`config.mk`:
```
export PLATFORM = sky130hd
export DESIGN_NAME = apb_req_arbiter
export DESIGN_NICKNAME = d
export VERILOG_FILES = /design/src/rtl/apb_req_arbiter.sv
export SDC_FILE = /design/constraint.sdc
export NUM_CORES = 1
export LEC_CHECK = 0
export CAP_MARGIN = 30
export CORE_ASPECT_RATIO = 1.4
export CORE_MARGIN = 8
export CORE_UTILIZATION = 30
export CTS_BUF_LIST = sky130_fd_sc_hd__clkbuf_8
export DETAILED_ROUTE_END_ITERATION = 8
export DONT_BUFFER_PORTS = 1
export GPL_TIMING_DRIVEN = 0
export HOLD_SLACK_MARGIN = 0.1
export PLACE_DENSITY = 0.54
export REMOVE_ABC_BUFFERS = 1
export SLEW_MARGIN = 30
export SYNTH_ARGS = -nofsm -noshare
export SYNTH_HDL_FRONTEND = slang
export SYNTH_SLANG_ARGS = --single-unit
```
`constraint.sdc`:
```
create_clock -name pclk -period 2.4 [get_ports pclk]
set_input_delay 0.24 -clock pclk [delete_from_list [all_inputs] [get_ports pclk]]
set_output_delay 0.24 -clock pclk [all_outputs]
set_load 0.005 [all_outputs]
```
`src/rtl/apb_req_arbiter.sv`:
```
// rtl/apb_req_arbiter.sv - two-requester round-robin arbiter/sequencer for the APB master command port
// Optional ISSUE timeout enabled by defining APB_ARB_TIMEOUT_EN.
module apb_req_arbiter #(
   parameter int AW      = 9,
   parameter int DW      = 8,
   parameter int TIMEOUT = 16
) (
   input  logic          pclk,
   input  logic          presetn,
   input  logic          req0,
   input  logic          req1,
   input  logic          rw0,
   input  logic          rw1,
   input  logic [AW-1:0] addr0,
   input  logic [AW-1:0] addr1,
   input  logic [DW-1:0] wdata0,
   input  logic [DW-1:0] wdata1,
   input  logic          psel,
   input  logic          penable,
   input  logic          pready,
   input  logic [DW-1:0] apb_read_data_out,
   output logic          transfer,
   output logic          read_write,
   output logic [AW-1:0] apb_write_paddr,
   output logic [AW-1:0] apb_read_paddr,
   output logic [DW-1:0] apb_write_data,
   output logic          done0,
   output logic          done1,
   output logic [DW-1:0] rdata,
   output logic          err,
   output logic          busy
);

   typedef enum logic [1:0] {IDLE, ISSUE, DONE} state_t;

   if (TIMEOUT < 2 || TIMEOUT > 255) begin : g_bad_timeout
      $error("apb_req_arbiter: TIMEOUT must be in 2..255");
   end

   state_t        state;
   logic          cmd_rw;
   logic [AW-1:0] cmd_addr;
   logic [DW-1:0] cmd_wdata;
   logic          owner;
   logic          last_grant;
   logic          grant;
   logic          complete;

`ifdef APB_ARB_TIMEOUT_EN
   localparam logic [7:0] TO_LAST = 8'(TIMEOUT - 1);
   logic [7:0] cnt;
   logic       err_q;
   assign err = err_q;
`else
   assign err = 1'b0;
`endif

   // On contention the requester that did not win last time is served.
   assign grant    = (req0 & req1) ? ~last_grant : req1;
   assign complete = psel & penable & pready;

   assign read_write      = cmd_rw;
   assign apb_write_paddr = cmd_rw ? '0 : cmd_addr;
   assign apb_read_paddr  = cmd_rw ? cmd_addr : '0;
   assign apb_write_data  = cmd_rw ? '0 : cmd_wdata;
   assign busy            = (state != IDLE);

   always_ff @(posedge pclk or negedge presetn) begin
      if (!presetn) begin
         state      <= IDLE;
         cmd_rw     <= 1'b0;
         cmd_addr   <= '0;
         cmd_wdata  <= '0;
         owner      <= 1'b0;
         last_grant <= 1'b1;
         transfer   <= 1'b0;
         done0      <= 1'b0;
         done1      <= 1'b0;
         rdata      <= '0;
`ifdef APB_ARB_TIMEOUT_EN
         cnt        <= '0;
         err_q      <= 1'b0;
`endif
      end else begin
         case (state)
            IDLE: begin
               if (req0 | req1) begin
                  owner     <= grant;
                  cmd_rw    <= grant ? rw1 : rw0;
                  cmd_addr  <= grant ? addr1 : addr0;
                  cmd_wdata <= grant ? wdata1 : wdata0;
                  transfer  <= 1'b1;
                  state     <= ISSUE;
`ifdef APB_ARB_TIMEOUT_EN
                  cnt       <= '0;
`endif
               end
            end
            ISSUE: begin
               if (complete) begin
                  rdata    <= cmd_rw ? apb_read_data_out : '0;
                  transfer <= 1'b0;
                  done0    <= ~owner;
                  done1    <= owner;
                  state    <= DONE;
               end
`ifdef APB_ARB_TIMEOUT_EN
               else if (cnt == TO_LAST) begin
                  rdata    <= '0;
                  err_q    <= 1'b1;
                  transfer <= 1'b0;
                  done0    <= ~owner;
                  done1    <= owner;
                  state    <= DONE;
               end else begin
                  cnt <= cnt + 8'd1;
               end
`endif
            end
            DONE: begin
               done0      <= 1'b0;
               done1      <= 1'b0;
               last_grant <= owner;
               state      <= IDLE;
`ifdef APB_ARB_TIMEOUT_EN
               err_q      <= 1'b0;
`endif
            end
            default: state <= IDLE;
         endcase
      end
   end

endmodule

```
==> flow_metrics.tcl, run 1 <==
set metrics [dict create \
    gp_congestion 0.757 \
    core_area_um2 5740 \
    crit_end "cmd_wdata[6]" \
    cp.arrival_ns 2.18 \
    syn_avg_cell_area_um2 11.5 \
    drive_gt1_frac 0.312 \
    dr.pass1.iters 4 \
    die_h_um 106 \
    timing.slew.headroom 0.425 \
    clk_path_buf_depth 2 \
    grt_pass1_wl_mm 6.82 \
    min_path_type "in2reg" \
    drc 0 \
    r2r_start "last_grant" \
    grt_pass1_vias 1386 \
    path_class "reg2reg" \
    seq_area_frac_synth 0.475 \
    track_usage 0.102 \
    skew_ns 0.00719 \
    fmax_mhz 498 \
    synthCells 151 \
    ys_seq_elements 33 \
    portBuffers 0 \
    path_max_fanout 19 \
    power_uw 2430 \
    r2r_cells 3 \
    vdd_ir_drop_max_v 0.000485 \
    placed_cells 210 \
    cts_made_buffers 5 \
    grt_antenna_before_repair 0 \
    n_fill_cell 578 \
    wl_mm 4.33 \
    die_x_um 80.4 \
    slew_viol_final 0 \
    yosysWarnings 0 \
    htree_levels 2 \
    worst_pin_slew_ns 0.862 \
    vias 1122 \
    syn2layout_area_growth_pct 12.9 \
    cp-end-kind "flip-flop" \
    startpoint_type "flip-flop" \
    run_status "finished clean" \
    final_cell_area_um2 1970 \
    clk_latency_ns 0.28 \
    die_area_um2 8530 \
    hold_viol_final 0 \
    grt_overflow 0 \
    syn-cell-area_um2 1740 \
    start_util 0.303 \
    powerDensity_nw_per_um2 1240 \
    wire_per_inst_um 19.3 \
    yosysUniqueCellTypes 23 \
    layout_min_cycle_time_ns 2.01 \
    clockRootBuffer "clkbuf_8" \
    rows 33 \
    cap_violations 0 \
    setup_viol 0 \
    worstPathRequired_ns 2.57 \
    nets 204 \
    rsz0062_at_grt "false" \
    clk_pin_slew_ns 0.07 \
    via_per_inst 5.01 \
    r2r-end "cmd_wdata[6]" \
    tritoncts "yes" \
    grt_max_degree 37 \
    antenna_cells 0 \
    design.portCount 91 \
    drtIter0Drc 62 \
    placed_area_um2 1780 \
    rrSetupSlack_ns 0.39 \
    startpoint "last_grant" \
    numClockSinks 33 \
    detail-route-antenna-nets 0 \
    fin_crit_sh 0.836 \
    post_cts_buffers 0 \
    leakagePower_uw 0.000830 \
    dp_hpwl_mm 3.15 \
    finalNonFillerCells 224 \
]
kinds of logic (layout without fill, tap and decap cells):
kind of cell | after synthesis | count (layout) | synth area share
and+or+nand+nor | 44 | 44 | 0.137
muxes | 38 | 38 | 0.264
DFF | 33 | 33 | 0.475
AOI/OAI and AO/OA | 22 | 22 | 0.0797
buffers and inverters | 13 | 16 | 0.0424
other | 1 | 1 | 0.00215
layer usage:
metal | share of wire | routed length (um) | track usage | vias to the layer above
li1 | - | - | - | 512
met4 | 0.013 | 56 | 0.0352 | 0
met1 | 0.37 | 1610 | 0.104 | 547
met3 | 0.097 | 419 | 0.0532 | 5
met2 | 0.52 | 2240 | 0.173 | 58
met5 | 0 | 0 | 0 | -
synthesized netlist by cell type (all sizes together):
cell / instances / share of area
o31ai: 8 / 0.034
mux2i: 2 / 0.011
nor2: 2 / 0.0043
dfrtp: 32 / 0.46
inv: 2 / 0.0043
and2: 9 / 0.032
nand2: 12 / 0.026
o21ai: 12 / 0.034
buf: 5 / 0.025
nand2b: 2 / 0.0072
a21bo: 1 / 0.0057
nand3: 1 / 0.0029
conb: 1 / 0.0022
o2bb2ai: 1 / 0.0050
nor2b: 17 / 0.061
dfstp: 1 / 0.015
and3: 1 / 0.0036
clkbuf: 6 / 0.013
mux2: 36 / 0.25
sequential cells by signal, summed over array words and instances (netlist names):
register    flops
state           2
owner           1
transfer        1
cmd_wdata       8
done1           1
cmd_addr        9
rdata           8
read_write      1
last_grant      1
done0           1
area by class of cell:
type	instances	area (um^2)	share of cell area
repair buffers	6	70.1	0.0356
flip-flops and latches	33	828	0.421
clock buffers	6	82.6	0.0420
multi-input cells	105	852	0.433
clock inverters	2	37.5	0.0191
inverters	2	7.51	0.00382
well taps	70	87.6	0.0446
where the power goes:
part           total (uW)  internal (uW)  switching, uW
clock network         544            338            206
registers            1090            835            255
logic                 800            414            387
what timing repair did:
action,in CTS,in global routing
resized for setup,0,0
endpoints found under the setup margin,0,0
endpoints found under the hold margin,37,0
hold buffers,6,0
worst max-delay path: stages, from the launching register on:
cell and delay (ns):
dfstp_2 0.54, a21bo_1 0.67, mux2_2 0.42, mux2_2 0.26
through the flow:
| stage | util | hold slack (ns) | setup slack (ns) | TNS, ns |
|---|---|---|---|---|
| floorplan | - | -0.0556 | 0.153 | 0 |
| global placement | 0.307 | -0.0544 | -0.517 | -10.18 |
| detailed placement | 0.309 | -0.0543 | 0.367 | 0 |
| CTS | 0.342 | 0.102 | 0.361 | 0 |
| global route | 0.342 | 0.101 | 0.301 | 0 |
| finish | 0.342 | 0.110 | 0.393 | 0 |
cells in the final DEF (no fill, tap or decap):
cell type / n
dfrtp_1: 31
mux2_2: 27
nor2b_1: 17
nand2_1: 12
o21ai_0: 11
and2_1: 9
mux2_4: 9
o31ai_1: 8
clkbuf_8: 6
dlygate4sd3_1: 5
nor2_1: 2
inv_1: 2
nand2b_1: 2
mux2i_1: 2
a21bo_1: 1
o21ai_4: 1
nand3_1: 1
o2bb2ai_1: 1
and3_1: 1
conb_1: 1
clkinvlp_4: 1
bufinv_16: 1
buf_12: 1
dfstp_2: 1
dfrtp_2: 1
worst min path at each step:
stage / startpoint / endpoint / slack [ns] / depth (start not counted)
final: apb_read_data_out[6] / rdata[6] / 0.11 / 2
after global routing: apb_read_data_out[6] / rdata[6] / 0.10 / 2
after CTS: apb_read_data_out[2] / rdata[2] / 0.10 / 2
after detailed placement: presetn / cmd_wdata[0] / -0.05 / 0
after global placement: presetn / cmd_wdata[7] / -0.05 / 0
after floorplan: presetn / cmd_addr[0] / -0.06 / 0
(Power assumes the default switching activity.)
==> run 2: changes to the inputs <==
- PLACE_DENSITY: 0.54 -> 0.55
- clock period: 2.4 -> 1.7 ns (I/O delays scaled with it)
==> flow_metrics.tcl, run 2 (synthesized netlist as in run 1, its figures left out) <==
set metrics [dict create \
    final_cell_area_um2 1980 \
    vdd_ir_drop_max_v 0.000628 \
    rsz0062_at_grt "false" \
    path_max_fanout 19 \
    hold_start "penable" \
    grt_overflow 0 \
    run_status "finished clean" \
    nets 208 \
    track_usage 0.101 \
    numClockSinks 33 \
    finalNonFillerCells 228 \
    largest_reg_flops 9 \
    vias 1155 \
    slew_viol_final 0 \
    worstPathRequired_ns 1.86 \
    hold_viol_final 0 \
    reg_top3 "cmd_addr (9), cmd_wdata (8), rdata (8)" \
    timing.slew.headroom 0.534 \
    cts_made_buffers 5 \
    final_common_cell "dfrtp_1" \
    fin_crit_sh 0.951 \
    wire_per_inst_um 18.3 \
    dp_hpwl_mm 3.15 \
    min_path_type "in2reg" \
    dr.pass1.iters 4 \
    final_cell_mix "31 x dfrtp_1, 27 x mux2_2, 17 x nor2b_1, 12 x nand2_1, 11 x o21ai_0" \
    post_cts_buffers 0 \
    cp-end-kind "flip-flop" \
    startpoint "last_grant" \
    gp_congestion 0.664 \
    grt_max_degree 37 \
    skew_ns 0.00490 \
    powerDensity_nw_per_um2 1650 \
    path_class "reg2reg" \
    via_per_inst 5.07 \
    clockRootBuffer "clkbuf_8" \
    setup_viol 0 \
    fmax_mhz 618 \
    antenna_cells 0 \
    drive_gt1_frac 0.297 \
    placed_cells 210 \
    grt_pass1_vias 1386 \
    core_area_um2 5740 \
    clk_pin_slew_ns 0.06 \
    grt_pass1_wl_mm 6.80 \
    htree_levels 2 \
    die_x_um 80.4 \
    rows 33 \
    die_area_um2 8530 \
    cp.arrival_ns 1.78 \
    tritoncts "yes" \
    startpoint_type "flip-flop" \
    n_fill_cell 584 \
    layout_min_cycle_time_ns 1.62 \
    clk_path_buf_depth 2 \
    die_h_um 106 \
    drtIter0Drc 36 \
    wl_mm 4.17 \
    cap_violations 0 \
    detail-route-antenna-nets 0 \
    grt_antenna_before_repair 0 \
    start_util 0.303 \
    placed_area_um2 1780 \
    leakagePower_uw 0.000842 \
    r2r_start "last_grant" \
    clk_latency_ns 0.28 \
    largest-register "cmd_addr" \
    worst_pin_slew_ns 0.696 \
    design.portCount 91 \
    drc 0 \
    portBuffers 0 \
    syn2layout_area_growth_pct 13.8 \
]
-- run 2: cell types whose count changed in the layout (fill, tap and decap cells not counted), sizes merged --
cell / delta
bufinv: -1
clkinvlp: -1
dlygate4sd3: +4
inv: +2
-- run 2: path summary, 6_finish.rpt --
check                          endpoint  slack (ns)  cells after the start
max                        cmd_wdata[2]        0.08                      3
min                            state[0]        0.16                      2
max reg2reg                cmd_wdata[2]        0.08                      3
min reg2reg                  last_grant        0.50                      2
max in group asynchronous    last_grant        1.12                      2
min in group asynchronous  cmd_wdata[0]        0.33                      2
-- run 2: where the power goes --
group | switching, uW | internal, uW
Sequential | 364 | 1180
Clock | 264 | 318
Combinational | 542 | 592
-- run 2: metrics by stage --
| stage | utilization | setup slack (ns) | TNS, ns | hold WS (ns) | power, uW |
|---|---|---|---|---|---|
| global route | 0.345 | 0.00421 | 0 | 0.137 | 3560 |
| detailed placement | 0.309 | -0.303 | -4.71 | -0.124 | 2690 |
| global placement | 0.307 | -1.32 | -25.88 | -0.124 | 2620 |
| floorplan | - | -0.477 | -9.32 | -0.126 | 2350 |
| CTS | 0.345 | 0.0545 | 0 | 0.140 | 3350 |
| finish | 0.345 | 0.0827 | 0 | 0.156 | 3260 |
-- run 2: worst max-delay path: stages, from the launching register on --
cell and delay, ns:
dfstp_2 0.54, a21bo_4 0.32, mux2_2 0.39, mux2_2 0.25
-- run 2: repair_timing --
action | in CTS | in global routing
pin swaps | 0 | 1
endpoints found under the hold margin | 41 | 0
gates resized for setup | 2 | 0
hold buffers | 10 | 0
setup endpoints to repair | 18 | 1
-- run 2: layout make-up --
type	count	area, um^2	share of cell area
Multi-Input combinational cell	105	858	0.433
Sequential cell	33	828	0.418
Timing Repair Buffer	10	110	0.0556
Tap cell	70	87.6	0.0442
Clock buffer	6	82.6	0.0417
Clock inverter	2	7.51	0.00379
Inverter	2	7.51	0.00379
-- run 2: routing by layer --
layer,GRT usage,wire (um),share of wire
met5,0,0,0
met4,0.0431,85,0.020
met3,0.0625,549,0.13
met2,0.165,2090,0.50
met1,0.0993,1450,0.35
==> run 3: changes to the inputs <==
- PLACE_DENSITY: 0.55 -> unset
- clock period: 1.7 -> 1.35 ns (I/O delays scaled with it)
==> flow_metrics.tcl, run 3 (synthesized netlist as in run 1, its figures left out) <==
set metrics [dict create \
    rrSetupSlack_ns -0.20 \
    reg_top3 "cmd_addr (9), cmd_wdata (8), rdata (8)" \
    violations "setup timing" \
    cts_made_buffers 5 \
    antenna_cells 0 \
    wl_mm 4.79 \
    worstPathRequired_ns 1.52 \
    n_fill_cell 552 \
    rsz0062_at_grt "true" \
    clk_latency_ns 0.28 \
    layout_min_cycle_time_ns 1.55 \
    gp_congestion 0.676 \
    drc 0 \
    largest_reg_flops 9 \
    dr.pass1.iters 3 \
    slew_viol_final 0 \
    min_path_type "in2reg" \
    hold_viol_final 0 \
    path_max_fanout 11 \
    detail-route-antenna-nets 0 \
    cpMostUsedCell "mux2_2" \
    skew_ns 0.00300 \
    vias 1215 \
    finalNonFillerCells 237 \
    grt_max_degree 37 \
    nets 217 \
    startpoint_type "flip-flop" \
    tritoncts "yes" \
    leakagePower_uw 0.000974 \
    path_class "reg2reg" \
    grt_antenna_before_repair 0 \
    largest-register "cmd_addr" \
    track_usage 0.102 \
    worst_slack_ns -0.203 \
    cp_slowest_stage_delay_ns 0.55 \
    final_common_cell "dfrtp_1" \
    setup_viol 18 \
    rows 33 \
    final_cell_mix "31 x dfrtp_1, 21 x mux2_2, 15 x mux2_4, 12 x nor2b_2, 12 x nand2_1" \
    grt_pass1_vias 1337 \
    clockRootBuffer "clkbuf_8" \
    timing.slew.headroom 0.591 \
    cp-end-kind "flip-flop" \
    drive_gt1_frac 0.485 \
    fmax_mhz 644 \
    cp.arrival_ns 1.72 \
    run_status "finished, violations left" \
    clk_pin_slew_ns 0.07 \
    powerDensity_nw_per_um2 2170 \
    syn2layout_area_growth_pct 28.2 \
    vdd_ir_drop_max_v 0.000813 \
    portBuffers 0 \
    worstPathBufferInverterCount 1 \
    die_area_um2 8530 \
    htree_levels 2 \
    die_h_um 106 \
    worst_pin_slew_ns 0.612 \
    cp_top_family "multiplexers" \
    wire_per_inst_um 20.2 \
    clk_path_buf_depth 2 \
    slowest_stage "dfstp_2" \
    pre_cts_ws_ns -0.756 \
    grt_overflow 0 \
    cap_violations 0 \
    numClockSinks 33 \
    design.portCount 91 \
    dp_hpwl_mm 3.00 \
    die_x_um 80.4 \
    worstPathCellList "a21bo_4 -> buf_12 -> mux2_2 -> mux2_2" \
    start_util 0.303 \
    via_per_inst 5.13 \
    drtIter0Drc 22 \
    fin_crit_sh 1.15 \
    grt_pass1_wl_mm 6.80 \
    placed_cells 211 \
    cts.hold.buffers_added 12 \
    core_area_um2 5740 \
]
## run 3: cell types whose count changed in the layout (fill, tap and decap cells not counted), moves of 2 or more
cell,previous run,this run
nor2b_1,17,4
nor2b_2,0,12
and2_1,9,0
and2_4,0,9
mux2_2,27,21
mux2_4,9,15
buf_12,1,5
buf_8,0,2
dlygate4sd3_1,9,11
inv_1,4,2
nor2_1,2,0
nor2_2,0,2
## run 3: cell type report
type	count	area (um^2)	share of cell area
clock buffers	7	96.3	0.0432
inverters	2	7.51	0.00336
repair buffers	19	251	0.113
multi-input cells	105	953	0.427
flip-flops and latches	33	831	0.372
clock inverters	1	5.00	0.00224
well taps	70	87.6	0.0392
## run 3: metrics by stage
stage                     setup TNS, ns  cell area, um^2  hold slack (ns)   util  power, uW
after floorplan                  -15.94             1680           -0.161      -       2960
after CTS                         -3.07             2090           0.0823  0.365       4410
after global routing              -3.88             2230           0.0960  0.389       5250
final                             -3.19             2230           0.0886  0.389       4850
after detailed placement         -13.30             1790           -0.160  0.312       3410
after global placement           -40.98             1760           -0.160  0.307       3350
## run 3: worst reg2reg max path: stages, from the launching register on
cell and delay [ns]:
dfstp_2 0.55, a21bo_4 0.16, buf_12 0.15, mux2_2 0.34
mux2_2 0.25
## run 3: repair_timing
action	4_1_cts	5_1_grt
gates resized for setup	10	31
setup endpoints to repair	47	43
pin swaps	1	0
endpoints found under the hold margin	43	1
buffers inserted	2	4
gates cloned	0	0
## run 3: where the power goes
group	switching [uW]	internal (uW)	leakage [uW]
clock network	363	461	0.0000542
logic	930	1200	0.000523
registers	398	1500	0.000397
## run 3: layer usage
layer	wire (um)	share of wire	up-vias	global-route usage
met2	2400	0.50	60	0.173
li1	-	-	541	-
met3	518	0.11	5	0.0448
met1	1810	0.38	609	0.109
met4	59	0.012	0	0.0352
met5	0	0	-	0
## run 3: final timing paths
kind,from,to,depth (start not counted)
max reg2reg,last_grant,cmd_wdata[0],4
min in group asynchronous,presetn,rdata[6],2
min,req0,transfer,2
max,last_grant,cmd_wdata[0],4
max in group asynchronous,presetn,last_grant,2
min reg2reg,owner,done0,1
